**config.mk**
```make
export PLATFORM = sky130hd
export DESIGN_NAME = reg_shift_seq
export DESIGN_NICKNAME = d
export VERILOG_FILES = /design/src/rtl/reg_shift_seq.sv
export SDC_FILE = /design/constraint.sdc
export NUM_CORES = 1
export LEC_CHECK = 0
export BUFFER_PORTS_ARGS = -buffer_cell sky130_fd_sc_hd__clkbuf_2
export CORE_UTILIZATION = 47
export CTS_CLUSTER_DIAMETER = 150
export DETAILED_ROUTE_END_ITERATION = 8
export PLACE_DENSITY_LB_ADDON = 0.2
export SLEW_MARGIN = 20
export SYNTH_ARGS = -nofsm -noshare
export SYNTH_HDL_FRONTEND = slang
export SYNTH_SLANG_ARGS = --single-unit
```
**constraint.sdc**
```tcl
create_clock -name CLK -period 1.53 [get_ports CLK]
set_clock_uncertainty 0.05 [all_clocks]
set_input_delay 0.153 -clock CLK [delete_from_list [all_inputs] [get_ports CLK]]
set_output_delay 0.153 -clock CLK [all_outputs]
set_load 0.005 [all_outputs]
```
**src/rtl/reg_shift_seq.sv**
```systemverilog
// Serial shift/rotate unit: loads an operand, then moves it one bit per clock.
// Handshake is START in, BUSY while shifting, and a one-cycle DONE pulse.
module reg_shift_seq #(
  parameter int W   = 32,
  parameter int SHW = $clog2(W)
) (
  input  logic           CLK,
  input  logic           RST,
  input  logic           START,
  input  logic [2:0]     OP,
  input  logic [SHW-1:0] SHAMT,
  input  logic [W-1:0]   INP,
  output logic [W-1:0]   OUT,
  output logic           BUSY,
  output logic           DONE,
  output logic           CO,
  output logic           Z
);

  typedef enum logic [1:0] {
    S_IDLE  = 2'd0,
    S_SHIFT = 2'd1,
    S_FIN   = 2'd2
  } state_t;

  localparam logic [2:0] OP_LD  = 3'b000;
  localparam logic [2:0] OP_LSL = 3'b001;
  localparam logic [2:0] OP_LSR = 3'b010;
  localparam logic [2:0] OP_ASR = 3'b011;
  localparam logic [2:0] OP_ROR = 3'b100;
  localparam logic [2:0] OP_ROL = 3'b101;
  localparam logic [2:0] OP_CLR = 3'b110;

  state_t         state_q;
  logic [2:0]     op_q;
  logic [SHW-1:0] cnt_q;
  logic [W-1:0]   out_q;
  logic           co_q;
  logic           busy_q;
  logic           done_q;

  logic [W-1:0]   sh_d;
  logic           co_d;
  logic           is_sh;
  logic           acc;

  // One-bit step of the captured operation.
  always_comb begin
    sh_d = out_q;
    co_d = co_q;
    case (op_q)
      OP_LSL: begin
        sh_d = {out_q[W-2:0], 1'b0};
        co_d = out_q[W-1];
      end
      OP_LSR: begin
        sh_d = {1'b0, out_q[W-1:1]};
        co_d = out_q[0];
      end
      OP_ASR: begin
        sh_d = {out_q[W-1], out_q[W-1:1]};
        co_d = out_q[0];
      end
      OP_ROR: begin
        sh_d = {out_q[0], out_q[W-1:1]};
        co_d = out_q[0];
      end
      OP_ROL: begin
        sh_d = {out_q[W-2:0], out_q[W-1]};
        co_d = out_q[W-1];
      end
      default: begin
        sh_d = out_q;
        co_d = co_q;
      end
    endcase
  end

  assign is_sh = (OP >= OP_LSL) && (OP <= OP_ROL);
  assign acc   = START && (state_q != S_SHIFT);

  always_ff @(posedge CLK or posedge RST) begin
    if (RST) begin
      state_q <= S_IDLE;
      op_q    <= OP_LD;
      cnt_q   <= '0;
      out_q   <= '0;
      co_q    <= 1'b0;
      busy_q  <= 1'b0;
      done_q  <= 1'b0;
    end else begin
      unique case (state_q)
        S_SHIFT: begin
          out_q <= sh_d;
          co_q  <= co_d;
          cnt_q <= cnt_q - 1'b1;
          if (cnt_q == SHW'(1)) begin
            state_q <= S_FIN;
            busy_q  <= 1'b0;
            done_q  <= 1'b1;
          end
        end
        default: begin
          if (acc) begin
            op_q <= OP;
            co_q <= 1'b0;
            if (OP == OP_CLR) begin
              out_q   <= '0;
              state_q <= S_FIN;
              busy_q  <= 1'b0;
              done_q  <= 1'b1;
            end else if (is_sh && (SHAMT != '0)) begin
              out_q   <= INP;
              cnt_q   <= SHAMT;
              state_q <= S_SHIFT;
              busy_q  <= 1'b1;
              done_q  <= 1'b0;
            end else begin
              // Load, reserved code, or a zero-length shift.
              out_q   <= INP;
              cnt_q   <= SHAMT;
              state_q <= S_FIN;
              busy_q  <= 1'b0;
              done_q  <= 1'b1;
            end
          end else begin
            state_q <= S_IDLE;
            busy_q  <= 1'b0;
            done_q  <= 1'b0;
          end
        end
      endcase
    end
  end

  assign OUT  = out_q;
  assign BUSY = busy_q;
  assign DONE = done_q;
  assign CO   = co_q;
  assign Z    = (out_q == '0);

endmodule

```
Yosys cells after proc, flatten, opt, wreduce, memory -nomap -nowiden
Cells that the tools add are included.
{"block": "classes", "eq_ne": 15, "reduce_logical": 13, "muxes": 25, "addsub": 1, "order_cmp": 2, "n_bitwise": 1}
{"operator": "case mux 32 bit (5 select lines)", "count": 1}
{"operator": "two-way mux 32 bit", "count": 3}
{"operator": "logical NOT 32 bit", "count": 1}
{"operator": "two-way mux 5 bit", "count": 3}
{"operator": "two-way mux 1 bit", "count": 12}
{"operator": "two-way mux 2 bit", "count": 5}
{"operator": "equality test 3 bit (second input constant)", "count": 3}
{"operator": "AND reduction 2 bit", "count": 4}
{"operator": "equality test 3 x 2 -> 1 bit (second input constant)", "count": 2}
{"operator": "!= test 6 x 1 -> 1 bit (second input constant)", "count": 1}
{"operator": "equality test 5 x 1 -> 1 bit (second input constant)", "count": 1}
{"operator": "!= test 5 x 1 -> 1 bit (second input constant)", "count": 1}
{"operator": "nonzero test 5 bit", "count": 1}
{"operator": "subtractor 5 x 1 -> 5 bit (second input constant)", "count": 1}
{"operator": "!= test 2 x 1 -> 1 bit (second input constant)", "count": 2}
{"operator": "!= test 2 bit (second input constant)", "count": 2}
{"operator": "equality test 3 x 1 -> 1 bit (second input constant)", "count": 1}
{"operator": ">= comparator 3 x 1 -> 1 bit (second input constant)", "count": 1}
{"operator": "less-or-equal comparator 3 bit (second input constant)", "count": 1}
{"operator": "logical AND 1 bit", "count": 3}
{"operator": "!= test 3 bit (second input constant)", "count": 1}
{"operator": "AND reduction 3 bit", "count": 1}
{"operator": "OR reduction 3 bit", "count": 1}
{"operator": "equality test 2 x 1 -> 1 bit (second input constant)", "count": 1}
{"operator": "4 further kinds", "count": 4}
{"block": "word_totals", "regBits": 45}

Longest topological paths before layout
Gate-level depths: netlist (run 1).
{"block": "logic_depth", "word_depth": 7, "depth_mapped": 7}

Worst setup path before layout (run 1)
No wires, ideal clock.
{"block": "synth_timing", "path_kind": "reg2reg", "start": "reg state_q[1]", "end": "reg out_q[31] (netlist: OUT[31])", "setup_time_ns": 0.125, "arrival_time_ns": 1.297, "n_path_buf": 1, "slack_ns": 0.058, "path_stages_with_launch": 5, "path_cell_list": "dfrtp_1 nand2b_1 buf_6 o31ai_1 mux2_2"}
{"block": "synth_between", "elab_chain_cells": 4, "elab_cells_between_ends": 8}
{"element": "start, declared", "line_no": "34", "source": "state_t state_q;"}
{"element": "start signal, assigned", "line_no": "84", "source": "state_q <= S_IDLE;"}
{"element": "start signal, assigned", "line_no": "98", "source": "state_q <= S_FIN;"}
{"element": "start signal, assigned", "line_no": "109", "source": "state_q <= S_FIN;"}
{"element": "parallel branches: the longest is 4 deep, another holds != test 5 x 1 -> 1 bit"}
{"element": "end signal, assigned", "line_no": "87", "source": "out_q <= '0;"}
{"element": "end signal, assigned", "line_no": "94", "source": "out_q <= sh_d;"}
{"element": "end signal, assigned", "line_no": "108", "source": "out_q <= '0;"}
{"element": "end, declared", "line_no": "37", "source": "logic [W-1:0] out_q;"}
Several ways; the timed one is not identified.
A chain may end at the register's enable or synchronous reset.

Final worst setup path (run 1)
{"block": "layout_timing", "start": "reg out_q[21] (netlist: OUT[21])", "end": "out Z"}
{"block": "layout_between", "elab_chain_cells": 1}
{"element": "logical NOT 32 bit", "line_no": "140", "source": "assign Z = (out_q == '0);"}
{"element": "end, declared", "line_no": "17", "source": "output logic Z"}
Every way passes these cells.

==> flow_summary.toml, run 1 <==
[worst_setup_path]
cpLargestDelayFamily = "simple AND/OR/NAND/NOR gates"
critical_path_class = "reg2out"
crit_chain = "nor4_1 -> nand4_1 -> nor2_1 -> buf_2"
cpMaxStageDelayCell = "dfrtp_1"
path_buf_inv = 1
slowest_delay_ns = 0.42
start_kind = "flip-flop"
worst-path-max-fanout = 2
worstPathRequired_ns = 1.33
end_kind = "primary output"
crit_arrival_ns = 1.58

[grt]
grt.overflow.total = 0
grt_max_degree = 44
grt_pass1_wl_um = 13610
grt_pass1_vias = 2622
grt_usage = 0.2918
antenna_found_initial = 0

[detailed_routing]
vias_per_cell = 6.400
via_count = 2976
drtIter0Drc = 324
first_pass_iters = 5
ant_nets = 0
drc = 0
wl_per_cell_um = 20.48
wirelength_um = 9525

[sta]
rsz0062_at_grt = "yes"
max_slew_margin = 0.6134
worst_slack_ns = -0.2487
post-route-period-util = 1.163
period_minus_slack_ns = 1.779
setup_violations = 34
worst_pin_slew_ns = 0.5799
fmax_ghz = 0.5622
setup_tns_ns = -3.767
hold_viol = 0
drv_slew = 0
hold_ws_ns = 0.07017

[floorplan]
placeableCoreArea_sq_um = 5473
die_y_um = 77.29
die-area_sq_um = 5973
boundaryPins = 79
start_util = 0.4867
die_w_um = 77.29
rows = 27

[yosys]
yosys_warnings = 0
synthCells = 273
synth_edf_count = 0
netlist_area_sq_um = 2664
synthArstFlopShare = 1.000
synth_area_per_cell_sq_um = 9.758
syn-num-nets = 318
ys_seq_area_frac = 0.4039
synth-main-ff-cell = "dfrtp_1"
synth-seq-cells = 43
ys_types = 43

[power]
p_leak_nw = 1.795
power_density_nw_per_um2 = 2594
swShare = 0.4367
internal-power_w = 0.005826
p_total_w = 0.01034
p_sw_w = 0.004516
p_comb_frac = 0.686
power.share.clock = 0.069
p_seq_frac = 0.245
irDropWorstVdd_mv = 1.202

[layout]
layout.nets = 439
postLayoutCoreUtil = 0.7284
syn_to_final_growth_pct = 49.65
register_area_sq_um = 1085
drive_gt1_frac = 0.5013
stdcell_count = 465
fillers = 388
multi_input_area_sq_um = 1617
antenna_cells_inserted = 0

[cts]
cts-root-buf = "clkbuf_8"
cts_tree = "built"
h-tree-depth = 2
insertion_delay_ns = 0.30
clock-sinks = 43
clk_path_buf_depth = 2
cts.clk_slew.worst_paths_ns = 0.09
cts_buffers = 5

[placement]
routabilityCongestion = 0.8775
hpwl_um = 5096
numPortBuffers = 78
dp.cells = 430

[run_status]
violations = "negative setup slack"
status = "complete, but fails checks"

[min_path]
min_path_type = "in2reg"

[flow_run]
drv_cap = 0
-- registers in the layout, indices dropped and copies added (netlist names) --
signal	flops
state_q	2
CO	1
cnt_q	5
op_q	3
OUT	32
-- power groups by stage --
stage | sequential [W] | combinational (W) | clock (W)
after global placement | 0.00237 | 0.00453 | 0
final | 0.00254 | 0.00709 | 0.000711
after CTS | 0.00241 | 0.00587 | 0.000708
after floorplan | 0.00230 | 0.00318 | 0
after global routing | 0.00259 | 0.00752 | 0.000762
after detailed placement | 0.00238 | 0.00463 | 0
-- layer usage --
layer  global-route usage  part of all wire  up-vias
met5                    0                 0        -
met2               0.4566              0.45      193
met1               0.4141              0.44     1439
li1                     -                 -     1318
met3              0.05238             0.086       26
met4              0.07547             0.026        0
-- placed cells by master, fill, tap and decap left out, drive strengths merged --
cell          n
or4           1
nand4        33
nor2          7
o22ai         1
ha            2
a32oi         1
nand3        32
nor2b         1
nand2b        2
a32o          1
o21ai         8
clkbuf       88
a211o         2
and3          1
o21a          1
o211ai       30
nand2         5
a211oi        2
inv           4
buf          58
dlygate4sd3   1
mux2          4
a21oi         8
nor4          8
o31ai         1
mux2i        33
dfrtp        43
nand3b        1
nor3          4
a221oi        1
or3           1
a31oi         2
a31o          2
and2b         1
nor3b         1
a22oi         1
nor4bb        1
-- cells in the mapped netlist (2+ instances only) --
library cell | n | area (sq um)
dfrtp_1 | 43 | 1076
nand4_1 | 33 | 206.5
mux2i_1 | 32 | 320.3
nand3_1 | 32 | 160.2
o211ai_1 | 30 | 225.2
clkbuf_1 | 10 | 37.54
a21oi_1 | 8 | 40.04
buf_2 | 8 | 40.04
nor4_1 | 8 | 50.05
o21ai_0 | 8 | 40.04
buf_6 | 7 | 78.83
nor2_1 | 7 | 26.28
nand2_1 | 5 | 18.77
inv_1 | 4 | 15.01
mux2_2 | 4 | 45.04
nor3_1 | 3 | 15.01
a211oi_1 | 2 | 15.01
a31oi_1 | 2 | 12.51
buf_1 | 2 | 7.510
ha_1 | 2 | 25.02
-- logic make-up after synthesis --
group / synth area share
adder cells (fa/ha/maj): 0.009393
AND/OR/NAND/NOR: 0.2128
multiplexers: 0.1456
AO/OA/AOI/OAI: 0.1583
buffers and inverters: 0.06999
flip-flops: 0.4039
-- layout make-up --
type | count | share of cell area
Timing Repair Buffer | 141 | 0.2778
Sequential cell | 43 | 0.2721
Clock buffer | 6 | 0.01820
Inverter | 4 | 0.003766
Tap cell | 72 | 0.02260
Multi-Input combinational cell | 199 | 0.4055
-- per-stage QoR --
stage                     setup WS (ns)  instance area (sq um)
after CTS                       -0.1378                   3657
after floorplan                 0.05826                   2664
after global placement         -0.03812                   3262
final                           -0.2487                   3986
after global routing            -0.2490                   3986
after detailed placement       -0.05839                   3262
-- worst register-to-register path, stage by stage, from the launching register on --
cell      delay, ns
dfrtp_2        0.48
buf_6          0.15
nor3_4         0.26
a211o_4        0.28
buf_6          0.14
a221oi_2       0.05
a31o_1         0.19
-- final timing paths --
| kind | cells past startpoint | start | slack [ns] | end |
|---|---|---|---|---|
| worst max-delay path | 4 | OUT[21]$_DFFE_PP0P_ | -0.25 | Z |
| worst min-delay path | 2 | OP[0] | 0.07 | op_q[0]$_DFFE_PP0P_ |
| worst max register to register | 6 | op_q[2]$_DFFE_PP0P_ | -0.17 | OUT[0]$_DFFE_PP0P_ |
| worst min register to register | 2 | cnt_q[1]$_DFFE_PP0P_ | 0.47 | cnt_q[1]$_DFFE_PP0P_ |
| max in group asynchronous | 4 | RST | 0.44 | OUT[7]$_DFFE_PP0P_ |
| min in group asynchronous | 4 | RST | 0.56 | OUT[16]$_DFFE_PP0P_ |
-- repair_timing --
action	CTS	global route
gates resized for setup	27	39
pin swaps	6	20
hold endpoints to repair	43	0
setup endpoints to repair	32	34
gates cloned	4	9
buffers inserted	11	6
hold buffers	1	0
Power figures use the tool's default switching activity.
==> run 2, diff against run 1 <==
- ABC_CLOCK_PERIOD_IN_PS: default -> 1530
- PLACE_DENSITY: default -> 0.77
- PLACE_DENSITY_LB_ADDON: 0.2 -> default
==> flow_summary.toml, run 2 (same netlist as run 1, synthesis figures left out) <==
[placement]
routabilityCongestion = 0.8938
place_area_sq_um = 3249
post-place-ws_ns = -0.07642
hpwl_um = 5319
numPortBuffers = 78

[power]
power_density_nw_per_um2 = 2662
p_leak_nw = 1.816
p_total_w = 0.01078
irDropWorstVdd_mv = 1.175

[cts]
cts_tree = "built"
clock-sinks = 43
h-tree-depth = 2
cts-root-buf = "clkbuf_8"
insertion_delay_ns = 0.31
clk_path_buf_depth = 2
cts_buffers = 5
cts.clk_slew.worst_paths_ns = 0.09

[worst_setup_path]
worst-path-max-fanout = 5
worstPathRequired_ns = 1.33
start_kind = "flip-flop"
critical_path_class = "reg2out"
crit_arrival_ns = 1.67
end_kind = "primary output"

[floorplan]
start_util = 0.4867
die-area_sq_um = 5973
placeableCoreArea_sq_um = 5473
die_y_um = 77.29
rows = 27
boundaryPins = 79
die_w_um = 77.29

[sta]
post-route-period-util = 1.227
worst_slack_ns = -0.3476
hold_viol = 0
max_slew_margin = 0.6783
period_minus_slack_ns = 1.878
drv_slew = 0
setup_violations = 33
fmax_ghz = 0.5326
hold_ws_ns = 0.06179
worst_pin_slew_ns = 0.4789
rsz0062_at_grt = "yes"

[layout]
drive_gt1_frac = 0.5165
layout.nets = 439
antenna_cells_inserted = 0
largest_reg_flops = 32
final_common_cell = "clkbuf_2"
design_area_sq_um = 4050
syn_to_final_growth_pct = 52.04
most-common-layout-cells = "clkbuf_2, buf_4, dfrtp_1, nand4_1, mux2i_1"

[grt]
grt_pass1_wl_um = 14610
grt.overflow.total = 0
antenna_found_initial = 0
grt_max_degree = 44
grt_pass1_vias = 2923
grt_usage = 0.3124

[detailed_routing]
drc = 0
first_pass_iters = 5
vias_per_cell = 6.820
wl_per_cell_um = 23.42
via_count = 3185
wirelength_um = 10940
drtIter0Drc = 420
ant_nets = 0

[run_status]
status = "complete, but fails checks"
violations = "negative setup slack"

[min_path]
min_path_type = "in2reg"

[flow_run]
drv_cap = 0
## run 2: worst max-delay path, cell delays in order (launching register included)
cell and delay, ns:
dfrtp_1 0.49, nor4_1 0.38, nand4_1 0.18, nor2_1 0.17, clkbuf_2 0.13
## run 2: power breakdown
part / internal, W / switching (W)
Sequential: 0.00174 / 0.000816
Combinational: 0.00374 / 0.00363
Clock: 0.000414 / 0.000449
## run 2: per-stage QoR
step                  util  std cells   TNS, ns
floorplan                -        273         0
CTS                 0.6728        452    -1.706
detailed placement  0.5937        425    -1.275
finish              0.7401        467    -2.812
global placement    0.5937        425  -0.07011
global route        0.7401        467    -4.357
## run 2: what timing repair did
action	CTS	global route
endpoints found under the setup margin	34	36
resized for setup	28	46
setup buffers	14	12
endpoints found under the hold margin	43	0
hold buffers	1	0
pin swaps	7	31
gates cloned	4	6
## run 2: layout make-up
class,count,area [sq um]
Multi-Input combinational cell,199,1655
Fill cell,350,1423
Timing Repair Buffer,141,1099
Sequential cell,43,1089
Clock buffer,8,100.1
Tap cell,72,90.09
Inverter,4,17.52
## run 2: routing by layer
| layer | vias up | wire [um] | track usage |
|---|---|---|---|
| li1 | 1321 | - | - |
| met1 | 1561 | 4220 | 0.4224 |
| met2 | 231 | 5215 | 0.5088 |
| met3 | 72 | 981 | 0.04762 |
| met4 | 0 | 521 | 0.1038 |
| met5 | - | 0 | 0 |
## run 2: path summary, 6_finish.rpt
| check | cells past startpoint | slack (ns) | start | endpoint |
|---|---|---|---|---|
| min | 2 | 0.06 | OP[0] | op_q[0]$_DFFE_PP0P_ |
| min in group asynchronous | 4 | 0.39 | RST | OUT[17]$_DFFE_PP0P_ |
| max | 4 | -0.35 | OUT[15]$_DFFE_PP0P_ | Z |
| max in group asynchronous | 4 | 0.81 | RST | op_q[2]$_DFFE_PP0P_ |
| min reg2reg | 2 | 0.47 | cnt_q[1]$_DFFE_PP0P_ | cnt_q[1]$_DFFE_PP0P_ |
| max reg2reg | 5 | -0.14 | op_q[1]$_DFFE_PP0P_ | OUT[21]$_DFFE_PP0P_ |
==> run 3, diff against run 2 <==
- PLACE_DENSITY: 0.77 -> 0.81
- SETUP_SLACK_MARGIN: default -> 0.05
==> flow_summary.toml, run 3 (same netlist as run 1, synthesis figures left out) <==
[worst_setup_path]
r2r-end = "OUT[2]$_DFFE_PP0P_"
worst-r2r-cell-count = 5
crit_cells = 4
critical_path_class = "reg2out"
crit_chain = "nor4_2 -> nand4_1 -> nor2_1 -> buf_2"
crit_arrival_ns = 1.57
start_kind = "flip-flop"
r2r_start = "op_q[1]$_DFFE_PP0P_"
startpoint = "OUT[19]$_DFFE_PP0P_"
cpMaxStageDelayCell = "dfrtp_1"
worstPathRequired_ns = 1.33
rrSetupSlack_ns = -0.21
cpLargestDelayFamily = "simple AND/OR/NAND/NOR gates"
slowest_delay_ns = 0.47
path_buf_inv = 1
worst-path-max-fanout = 5
crit_end = "Z"
end_kind = "primary output"

[detailed_routing]
first_pass_iters = 5
vias_per_cell = 6.859
wl_per_cell_um = 23.86
ant_nets = 0
via_count = 3251
drtIter0Drc = 341
wirelength_um = 11310
drc = 0

[layout]
most-common-layout-cells = "clkbuf_2, buf_4, dfrtp_1"
syn_to_final_growth_pct = 54.39
stdcell_count = 474
largest_reg_flops = 32
multi_input_area_sq_um = 1704
postLayoutCoreUtil = 0.7515
antenna_cells_inserted = 0
layout.nets = 446
fillers = 341
register_area_sq_um = 1084
final_common_cell = "clkbuf_2"
drive_gt1_frac = 0.5323

[cts]
cts-root-buf = "clkbuf_8"
h-tree-depth = 2
clk_path_buf_depth = 2
clock-sinks = 43
cts.clk_slew.worst_paths_ns = 0.09
cts_tree = "built"
cts_buffers = 5
insertion_delay_ns = 0.32

[sta]
max_slew_margin = 0.7236
rsz0062_at_grt = "yes"
setup_tns_ns = -3.759
drv_slew = 0
hold_viol = 0
setup_violations = 34
hold_ws_ns = 0.05532
worst_pin_slew_ns = 0.4121
period_minus_slack_ns = 1.775
post-route-period-util = 1.160
fmax_ghz = 0.5635
worst_slack_ns = -0.2447

[power]
p_seq_frac = 0.230
p_total_w = 0.01105
power.share.clock = 0.070
p_leak_nw = 1.827
p_sw_w = 0.005014
swShare = 0.4539
power_density_nw_per_um2 = 2686
irDropWorstVdd_mv = 1.142
p_comb_frac = 0.700
internal-power_w = 0.006033

[placement]
numPortBuffers = 78
routabilityCongestion = 0.8743
dp.cells = 430
hpwl_um = 5252

[floorplan]
die-area_sq_um = 5973
placeableCoreArea_sq_um = 5473
die_w_um = 77.29
rows = 27
boundaryPins = 79
die_y_um = 77.29
start_util = 0.4867

[run_status]
violations = "negative setup slack"
status = "complete, but fails checks"

[grt]
antenna_found_initial = 0
grt_pass1_vias = 3109
grt_max_degree = 44
grt_usage = 0.3573
grt_pass1_wl_um = 16390
grt.overflow.total = 0

[min_path]
min_path_type = "in2reg"

[flow_run]
drv_cap = 0
## run 3: cell count changes in the layout (fill, tap and decap cells not counted), moves of 4 or more
| cell | previous run | this run |
|---|---|---|
| mux2i_1 | 31 | 24 |
| buf_4 | 40 | 45 |
| buf_12 | 3 | 7 |
| dfrtp_1 | 33 | 37 |
| dfrtp_2 | 10 | 6 |
| mux2i_2 | 0 | 4 |
## run 3: power groups by stage
| stage | Sequential, W | Clock [W] | Combinational, W |
|---|---|---|---|
| floorplan | 0.00230 | 0 | 0.00318 |
| global placement | 0.00240 | 0 | 0.00463 |
| detailed placement | 0.00243 | 0 | 0.00476 |
| CTS | 0.00235 | 0.000739 | 0.00680 |
| global route | 0.00256 | 0.000806 | 0.00810 |
| finish | 0.00254 | 0.000772 | 0.00774 |
## run 3: layout make-up
type,count,share of cell area
sequential,43,0.2635
clock buffer,6,0.01765
clock inverter,2,0.003042
tap,72,0.02190
multi-input combinational,199,0.4144
inverter,4,0.003651
timing repair buffer,148,0.2759
## run 3: how the worst min path moves through the flow
stage	start	end	slack (ns)	depth (start not counted)
after floorplan	OP[0]	op_q[0]$_DFFE_PP0P_	0.25	1
after global placement	RST	OUT[18]$_DFFE_PP0P_	0.16	3
after detailed placement	RST	OUT[20]$_DFFE_PP0P_	0.16	3
after CTS	OP[0]	op_q[0]$_DFFE_PP0P_	0.07	2
after global routing	OP[0]	op_q[0]$_DFFE_PP0P_	0.07	2
final	INP[5]	OUT[5]$_DFFE_PP0P_	0.06	3
## run 3: per-layer routing
| metal | track usage | vias to the layer above | part of all wire |
|---|---|---|---|
| li1 | - | 1330 | - |
| met1 | 0.4470 | 1578 | 0.38 |
| met3 | 0.08452 | 59 | 0.092 |
| met2 | 0.5690 | 284 | 0.48 |
| met4 | 0.1887 | 0 | 0.051 |
| met5 | 0 | - | 0 |
## run 3: timing repair
action	CTS	global route
resized for setup	44	45
hold endpoints to repair	43	0
buffers inserted	25	9
setup endpoints to repair	36	39
pin swaps	10	23
hold buffers	1	0
cloned	6	3
## run 3: metrics by stage
step / setup WS [ns] / cell area, sq um
3_5_place_dp: -0.08820 / 3312
3_3_place_gp: -0.06154 / 3312
2_1_floorplan: 0.05826 / 2664
4_1_cts: -0.09144 / 3939
5_1_grt: -0.2577 / 4113
6_report: -0.2447 / 4113
## run 3: tightest hold or removal path, cell delays in order
cell	delay [ns]
clkbuf_2	0.08
nand4_1	0.07
o211ai_1	0.09
